File: src/rtl/armleocpu_regfile_mp.sv
// armleocpu_regfile_mp
//   Multi-read-port register file with a hardware clear sequencer.
//   After reset, or after an accepted clear_req, every entry is zeroed one per
//   cycle. Reads and writes are accepted only once ready is high.
//
//   State table:
//     state   | meaning
//     S_CLEAR | zeroing entry[clr_cnt] each cycle; reads/writes ignored
//     S_READY | normal operation; clear_req restarts the clear sequence
//
// Ports:
//   clk        clock, rising edge
//   rst_n      asynchronous active-low reset
//   clear_req  request to re-zero all entries (sampled in S_READY only)
//   ready      registered; high when reads/writes are accepted
//   rs_read    per-port read enable
//   rs_addr    packed read addresses, port p at [p*DEPTH_W +: DEPTH_W]
//   rs_rdata   packed registered read data, port p at [p*WIDTH +: WIDTH]
//   rd_write   write enable
//   rd_addr    write address
//   rd_wdata   write data
module armleocpu_regfile_mp #(
  parameter int unsigned WIDTH      = 32,
  parameter int unsigned DEPTH_W    = 5,
  parameter int unsigned READ_PORTS = 2,
  parameter bit          ZERO_REG   = 1'b1,
  parameter bit          BYPASS     = 1'b1
) (
  input  logic                          clk,
  input  logic                          rst_n,
  input  logic                          clear_req,
  output logic                          ready,
  input  logic [READ_PORTS-1:0]         rs_read,
  input  logic [READ_PORTS*DEPTH_W-1:0] rs_addr,
  output logic [READ_PORTS*WIDTH-1:0]   rs_rdata,
  input  logic                          rd_write,
  input  logic [DEPTH_W-1:0]            rd_addr,
  input  logic [WIDTH-1:0]              rd_wdata
);

  localparam int unsigned DEPTH = 1 << DEPTH_W;

  typedef enum logic {S_CLEAR = 1'b0, S_READY = 1'b1} state_t;

  state_t               state;
  logic [DEPTH_W-1:0]   clr_cnt;
  logic [WIDTH-1:0]     mem [DEPTH];
  logic                 wr_en;
  logic [DEPTH_W-1:0]   rs_a    [READ_PORTS];
  logic [WIDTH-1:0]     rd_next [READ_PORTS];

  // Writes to entry 0 are dropped when it is hardwired to zero.
  assign wr_en = rd_write && !(ZERO_REG && (rd_addr == '0));

  always_ff @(posedge clk or negedge rst_n) begin
    if (!rst_n) begin
      state   <= S_CLEAR;
      clr_cnt <= '0;
      ready   <= 1'b0;
    end else begin
      case (state)
        S_CLEAR: begin
          clr_cnt <= clr_cnt + 1'b1;
          if (&clr_cnt) begin
            state <= S_READY;
            ready <= 1'b1;
          end
        end
        S_READY: begin
          if (clear_req) begin
            state   <= S_CLEAR;
            clr_cnt <= '0;
            ready   <= 1'b0;
          end
        end
        default: begin
          state   <= S_CLEAR;
          clr_cnt <= '0;
          ready   <= 1'b0;
        end
      endcase
    end
  end

  // Storage has no reset; the clear sequencer zeroes it after every reset.
  always_ff @(posedge clk) begin
    if (state == S_CLEAR) begin
      mem[clr_cnt] <= '0;
    end else if (wr_en) begin
      mem[rd_addr] <= rd_wdata;
    end
  end

  // Read mux: the zero-register rule overrides the bypass path.
  always_comb begin
    for (int p = 0; p < READ_PORTS; p++) begin
      rs_a[p]    = rs_addr[p*DEPTH_W +: DEPTH_W];
      rd_next[p] = mem[rs_a[p]];
      if (BYPASS && rd_write && (rd_addr == rs_a[p])) begin
        rd_next[p] = rd_wdata;
      end
      if (ZERO_REG && (rs_a[p] == '0)) begin
        rd_next[p] = '0;
      end
    end
  end

  always_ff @(posedge clk or negedge rst_n) begin
    if (!rst_n) begin
      rs_rdata <= '0;
    end else if (state == S_READY) begin
      for (int p = 0; p < READ_PORTS; p++) begin
        if (rs_read[p]) begin
          rs_rdata[p*WIDTH +: WIDTH] <= rd_next[p];
        end
      end
    end
  end

endmodule

File: config.mk
export PLATFORM = sky130hd
export DESIGN_NAME = armleocpu_regfile_mp
export DESIGN_NICKNAME = d
export VERILOG_FILES = /design/src/rtl/armleocpu_regfile_mp.sv
export SDC_FILE = /design/constraint.sdc
export NUM_CORES = 1
export LEC_CHECK = 0
export CAP_MARGIN = 15
export CORE_ASPECT_RATIO = 1.4
export CORE_UTILIZATION = 55
export CTS_CLUSTER_DIAMETER = 150
export CTS_CLUSTER_SIZE = 28
export DETAILED_ROUTE_END_ITERATION = 12
export MAX_ROUTING_LAYER = met4
export PLACE_DENSITY = 0.77
export SLEW_MARGIN = 20
export SYNTH_ARGS = -nofsm -noshare
export SYNTH_HDL_FRONTEND = slang
export SYNTH_SLANG_ARGS = --single-unit
File: constraint.sdc
create_clock -name clk -period 6.8 [get_ports clk]
set_input_delay 0.68 -clock clk [delete_from_list [all_inputs] [get_ports clk]]
set_output_delay 0.68 -clock clk [all_outputs]
set_load 0.1 [all_outputs]
### Yosys cells after proc, flatten, opt, wreduce, memory -nomap -nowiden

Memory sizes are Yosys's and may differ from the RTL's.
Cells that the tools add are included.

* bitwise logic cells: 1
* muxes and demuxes: 19
* reductions and logical operators: 12
* eq/ne operators: 4
* add/sub/neg operators: 1

Operator list (count)
* $mux W32: 5
* $reduce_or A32 Y1: 1
* $logic_not A5 Y1: 3
* $eq A5 B5 Y1: 2
* $mux W5: 2
* $pmux W5 S2: 1
* $mux W1: 9
* $reduce_and A2 Y1: 3
* $add A5 B1 Y5 const B: 1
* $reduce_and A5 Y1: 1
* $ne A2 B2 Y1 const B: 2
* $pmux W1 S2: 2
* $logic_and A1 B1 Y1: 3
* $logic_not A1 Y1: 1
* $not A1 Y1: 1

* register bits: 71
* memory bits (writable): 1024
* memories: 1
* logic and storage cells: 43

Memories
* mem: words 32, width 32, rd ports 2, clocked after Yosys merged registers in 0, wr ports 1, line 47 `logic [WIDTH-1:0] mem [DEPTH];`

### Logic depth before layout (Yosys ltp)

* depth in word-level cells: 8
* gate-level depth with buffers: 9

### Worst setup path before layout

OpenSTA, ideal clock, no wires.

* path type: input -> register
* from: input port rd_addr[3]
* to: memory mem[0][0], enable pin
* arrival time: 3432 ps
* data required time: 6379 ps
* setup slack: 2947 ps
* cell stages on the path: 7
* setup time: 421 ps
* cells stage by stage: clkbuf_1 or3_1 o311a_1 buf_2 mux2i_1 nand2_1 nor2_1

* cells in the longest elaborated chain, start to end: 8

RTL lines
* start, declared: line 37 `input logic [DEPTH_W-1:0] rd_addr,`
* $logic_not A5 Y1: line 53 `assign wr_en = rd_write && !(ZERO_REG && (rd_addr == '0));`
* $logic_not A1 Y1: line 53
* $logic_and A1 B1 Y1: line 53
* $mux W1: line 89 `end else if (wr_en) begin`
* $mux W1: line 87 `if (state == S_CLEAR) begin`
* $mux W1 (implied by the code): line 90 `mem[rd_addr] <= rd_wdata;`
* $reduce_or A32 Y1 (no line)
* $mux W5 (no line) or $mux W1 (tied branches)
* end, declared: line 47

Parallel ways exist; a longest one is shown, timed or not.

### Final worst setup path

* from: register state
* to: memory mem[10][15], enable pin

* cells in the longest elaborated chain, start to end: 4

RTL lines
* start, declared: line 45 `state_t state;`
* start signal, assigned: line 57 `state <= S_CLEAR;`
* start signal, assigned: line 65 `state <= S_READY;`
* start signal, assigned: line 71 `state <= S_CLEAR;`
* $mux W1: line 87
* $mux W1 (implied by the code): line 90
* $reduce_or A32 Y1 (no line)
* $mux W5 (no line) or $mux W1 (tied branches)

Parallel ways exist; a longest one is shown, timed or not.

==> results.md <==
* Max Cap Viol at 0
* WHS at a little under 0.5 ns
* Post-Syn Nets at slightly below 3000
* Port Buffer Count at about 120
* Final Max Slew Viols at 0
* M3 GR Usage at around 6.5%
* Power Density at about 310 nW/um^2
* Tcrit/Tclk final at approximately two thirds
* CP max-delay cell: o311a_2
* FILL cells at roughly 6300
* Least-Margin Pin Slew at about 1.2 ns
* Worst path cell trace: o311a_2, mux2i_1, nand2_1, nor2_4, buf_4
* Total number of vias at about 31000
* Worst Skew at between 0.03 and 0.04 ns
* Routed WL at roughly 150000 um
* Clock power frac at around a fifth
* Aggregate negative setup slack at 0 ns
* H-tree levels at 2
* CP arrival at slightly below 5 ns
* Setup violators final at 0
* Grt peak-use layer: met2
* I/O pin cnt at between 100 and 150
* Avg Cell Area, Syn at about 18 um^2
* Top cells by count, synth: 1024 x edfxtp_1, 384 x mux4_2, 258 x mux2i_1
* Top area cells in the synthesized netlist: edfxtp_1 61%, mux4_2 17%, mux2i_1 5.1%, dfrtp_1 3.5%, a221oi_1 2.2%
* Met1 Resource Use GR at roughly two fifths
* Starting density of the core at ~56%
* Relative slew margins at 21.8%
* Pin count of the biggest net entering global routing at ~110
* RSZ-0062 raised after global routing: false
* Area delta synth->final at 8.49%
* DRT Pass-1 Iters at 6
* Status: finished, final reports clean
* GP Congestion at approximately 0.93
* Clock buffer depth at 3
* Post-layout minimum cycle time at 4.55 ns
* Final Hold Fails at 0
* HP Class: in -> async
* Post-synth top area share at approximately three fifths
* Crit path launch type: register
* Number of flops mapped to enable cells by yosys at approximately 1000
* Pint at 11300 uW
* Die X at 259 um
* Critical Path Sink Type: register
* Core Region at just over 90000 um^2
* Flops & latches, synth at ~1100
* Sequential Power Share at between 50 and 60%
* Synth unique cells at 46
* WP data required at just over 7 ns
* GRT Total Usage at around a third
* Initial DRC Count at about 4500
* Die height at around 360 um
* Die area at 93600 um^2
* Vias in the first global route at around 32000
* Setup Buffers After CTS at 0
* CTS tree: yes
* Synth Cell Area at roughly 51000 um^2
* Vias per inst at 7.58
* Leakage Power at roughly 0.018 uW
* Comb pwr share at 28.3%
* Psw at 5920 uW
* Seq/Total Area, Yosys at ~64%
* First-pass GRT wire length at between 200000 and 250000 um
* Setup CP Type: reg -> reg
* CTS root buf: clkbuf_16
* Row count at approximately 130
* Met2 global-route usage at between 50% and 60%
* Worst-path fanout max at 38
* Main synth FF type: edfxtp_1
* Syn Inst Count at ~2900
* Post-DRT Antenna Nets at 0
* Final net count at ~3000
* # DRC at 0
* WL per Instance at around 36 um
* Worst-Skew Late Latency at approximately 0.66 ns
* Sink Count at ~1100
* Tot Pwr at 17200 uW
* Synthesis warning total at 0
* Area leader, netlist: edfxtp_1
* Grt ovf at 0
* Most common cell in the netlist: edfxtp_1
* Dpl hpwl at 92900 um
* Asr flop ratio synth at roughly 6.5%
* F_max at around 220 MHz
* Largest stage delay, worst path at 1.11 ns
* Layout cells sized above 1 at 20.6%
* Worst-path clk slew at ~0.12 ns
* Peak VDD IR at just under 0.3 mV
* TritonCTS buffer count at 45
* Initial antenna violation count at 11
* Net Sw Frac at about a third
path summary, 6_finish.rpt:
check | to | cells past startpoint | slack (ns) | startpoint
setup / recovery | mem[10][15]$_DFFE_PP_ | 5 | 2.25 | state$_DFF_PN0_
hold / removal | rs_rdata[62]$_DFFE_PN0P_ | 2 | 0.50 | rst_n
setup reg to reg | mem[10][15]$_DFFE_PP_ | 5 | 2.25 | state$_DFF_PN0_
hold reg to reg | ready$_DFFE_PN0P_ | 2 | 0.57 | ready$_DFFE_PN0P_
max in group asynchronous | rs_rdata[13]$_DFFE_PN0P_ | 3 | 5.10 | rst_n
min in group clk | ready$_DFFE_PN0P_ | 2 | 0.57 | ready$_DFFE_PN0P_
layer usage:
layer,wire (um),vias up
met2,72300,2442
met4,10100,0
met3,16300,585
met5,0,-
li1,-,12200
met1,48600,16000
what timing repair did:
action / in CTS / in global routing
hold buffers: 1 / 0
gates resized for setup: 0 / 0
hold endpoints to repair: 25 / 0
worst max-delay path: cells and delay by family, from the launching register on:
family / cells / cell delay, ns
AOI/OAI and AO/OA: 1 / 1.11
and+or+nand+nor: 2 / 1.09
DFF: 1 / 0.99
muxes: 1 / 0.56
buffers and inverters: 1 / 0.42
sequential cells by signal, indices dropped and copies added (netlist names):
signal / count
state: 1
ready: 1
rs_rdata: 64
mem: 1024
clr_cnt: 5
final cells by class:
cell class,count,area (um^2),area share [%]
Timing Repair Buffer,209,2200,3.99
Tap cell,1197,1500,2.72
Multi-Input combinational cell,1530,17500,31.7
Inverter,10,40.0,0.0727
Sequential cell,1095,32500,59.0
Clock buffer,82,1310,2.37
Clock inverter,2,38.8,0.0704
Antenna cell,7,17.5,0.0318
per-stage QoR:
stage	util [%]	area [um^2]	cells	worst slack [ns]
after floorplan	-	50800	2875	2.95
final	60.4	55100	4132	2.25
after global routing	60.4	55100	4130	2.15
after CTS	60.3	55000	4122	2.38
after global placement	58.4	53300	4023	2.05
after detailed placement	58.8	53700	4037	1.97
placed cells by master (no fill, tap or decap), types with 2 or more instances in the layout:
cell type        instances
edfxtp_1              1024
mux4_2                 384
mux2i_1                258
a21oi_1                129
a221oi_1               128
a22oi_1                128
clkdlybuf4s50_1        108
o21ai_0                 99
nand2_1                 80
dfrtp_1                 71
buf_4                   70
a22o_1                  64
clkbuf_16               47
clkbuf_1                35
nor2_4                  34
or3_1                   33
o21ai_1                 33
o211ai_1                33
a2111o_1                32
and2_2                  19
and2_1                  16
buf_12                  15
xnor2_1                 11
diode_2                  7
inv_1                    7
buf_16                   7
nor2_1                   6
o22ai_1                  5
a41oi_2                  3
nand4_1                  3
nor2b_4                  3
buf_8                    3
buf_2                    3
nand2b_1                 2
nand4b_1                 2
nor3_1                   2
o2111ai_4                2
nor4_1                   2
ha_1                     2
clkbuf_8                 2
power groups by stage:
stage	clock (uW)	sequential, uW	combinational (uW)
after global placement	0	8990	4650
final	3380	8940	4860
after detailed placement	0	9070	4810
after CTS	3370	8920	4830
after floorplan	0	10300	1910
after global routing	3560	9010	5000
kinds of logic after synthesis:
| kind of cell | share of synthesized area [%] |
|---|---|
| buf+inv | 2.33 |
| simple gates | 2.04 |
| flops | 64.0 |
| mux | 22.2 |
| fa+ha+maj | 0.0493 |
| xor+xnor | 0.207 |
| compound gates | 9.19 |
(Power assumes the default switching activity.)
==> variant (config.mk and constraints unchanged) <==
Change the parameter `WIDTH` from 32 to 16.
--- a/src/rtl/armleocpu_regfile_mp.sv
+++ b/src/rtl/armleocpu_regfile_mp.sv
@@ -21,5 +21,5 @@
 //   rd_wdata   write data
 module armleocpu_regfile_mp #(
-  parameter int unsigned WIDTH      = 32,
+  parameter int unsigned WIDTH      = 16,
   parameter int unsigned DEPTH_W    = 5,
   parameter int unsigned READ_PORTS = 2,
Interface: changed (resized rd_wdata and rs_rdata); port bits go from 118 to 70. The function was not compared with the original's and may differ.
==> variant against the original RTL <==
Area after synthesis shrank 50%. Design area decreased by 50%. Largest cell class unchanged. Power down 50%. Clock skew decreased by 4.5 ps. Critical path depth decreased by 1. Sequential cell count fell by 544. Routed wire length fell by 50%. Worst setup slack improved by 730 ps.
==> variant: results (changes against the original RTL) <==
[metrics] total routed wire length on the met1 layer: 23.7 mm (was 48.6 mm)
[metrics] Area contributors post-synth: edfxtp_1 (60%), mux4_2 (22%), dfrtp_1 (3.8%) (was edfxtp_1 (61%), mux4_2 (17%), mux2i_1 (5.1%))
[metrics] global-route wire length before repair: 106 mm (was 213 mm)
[metrics] Sw Pwr: 3.01 mW (was 5.92 mW)
[metrics] combined global-route utilization of all metal layers: 33.1% (was 32.4%)
[metrics] pin count of the biggest net entering global routing: 75 (was 111)
[metrics] GR Layer Usage met2: 50.5% (was 51.3%)
[metrics] Static Leak: 8.72 nW (was 18.0 nW)
[metrics] detailed-placement wirelength estimate: 49.6 mm (was 92.9 mm)
[metrics] sequential power: 4.51 mW (was 8.94 mW)
[metrics] Max Freq: 262 MHz (was 220 MHz)
[metrics] clock insertion delay at the later pin of the skew report: 590 ps (was 660 ps)
[metrics] status: finished, final reports clean (unchanged)
[metrics] via count: 15.0k (was 31.3k)
[metrics] sequential area share after synthesis: 64.0% (about the same)
[metrics] headroom to the max-slew limit: 24.1% (was 21.8%)
[metrics] Max FO, Critical Path: 27 (was 38)
[metrics] share of final-layout standard cells stronger than drive strength 1: 25.6% (was 20.6%)
[metrics] detailed-router iteration count before antenna repair: 7 (was 6)
[metrics] most frequent cells after synthesis: edfxtp_1 (512), mux4_2 (255), nor2_1 (78), clkbuf_1 (53), nand2_1 (40) (was edfxtp_1 (1024), mux4_2 (384), mux2i_1 (258), clkbuf_1 (136), a21oi_1 (130))
[metrics] 1st-iter DRT viols: 2368 (was 4519)
[metrics] met3 track demand over resource in global routing: 6.71% (was 6.53%)
[metrics] Peak VDD IR: 0.411 mV (was 0.298 mV)
[metrics] detailed-route vias per instance: 7.40 (was 7.58)
[metrics] Critical R2R Capture: mem[4][4] (was mem[10][15])
[metrics] Setup Skew: 25.8 ps (was 30.4 ps)
[metrics] routed length on met2: 35.2 mm (was 72.3 mm)
[variant: cell types whose count changed after synthesis, moves of 60 or more]
cell / unedited run / this run
a221oi_1: 128 / 0
mux2i_1: 258 / 37
o21ai_0: 99 / 39
clkbuf_1: 136 / 53
mux4_2: 384 / 255
a22oi_1: 128 / 30
edfxtp_1: 1024 / 512
a21oi_1: 130 / 2
[variant: logic make-up after synthesis]
group | Yosys count | share of synthesized area, %
AO/OA/AOI/OAI | 205 | 5.91
XOR/XNOR | 12 | 0.411
adder cells (fa/ha/maj) | 2 | 0.0980
buffers and inverters | 118 | 2.17
flip-flops | 551 | 64.0
multiplexers | 294 | 24.0
AND/OR/NAND/NOR | 183 | 3.38
[variant: area by class of cell]
cell class	instances	area [sq um]
Fill cell	3242	18400
Timing Repair Buffer	108	973
Antenna cell	3	7.51
Inverter	8	30.0
Clock buffer	40	639
Sequential cell	551	16400
Clock inverter	1	11.3
Tap cell	617	772
Multi-Input combinational cell	696	8730
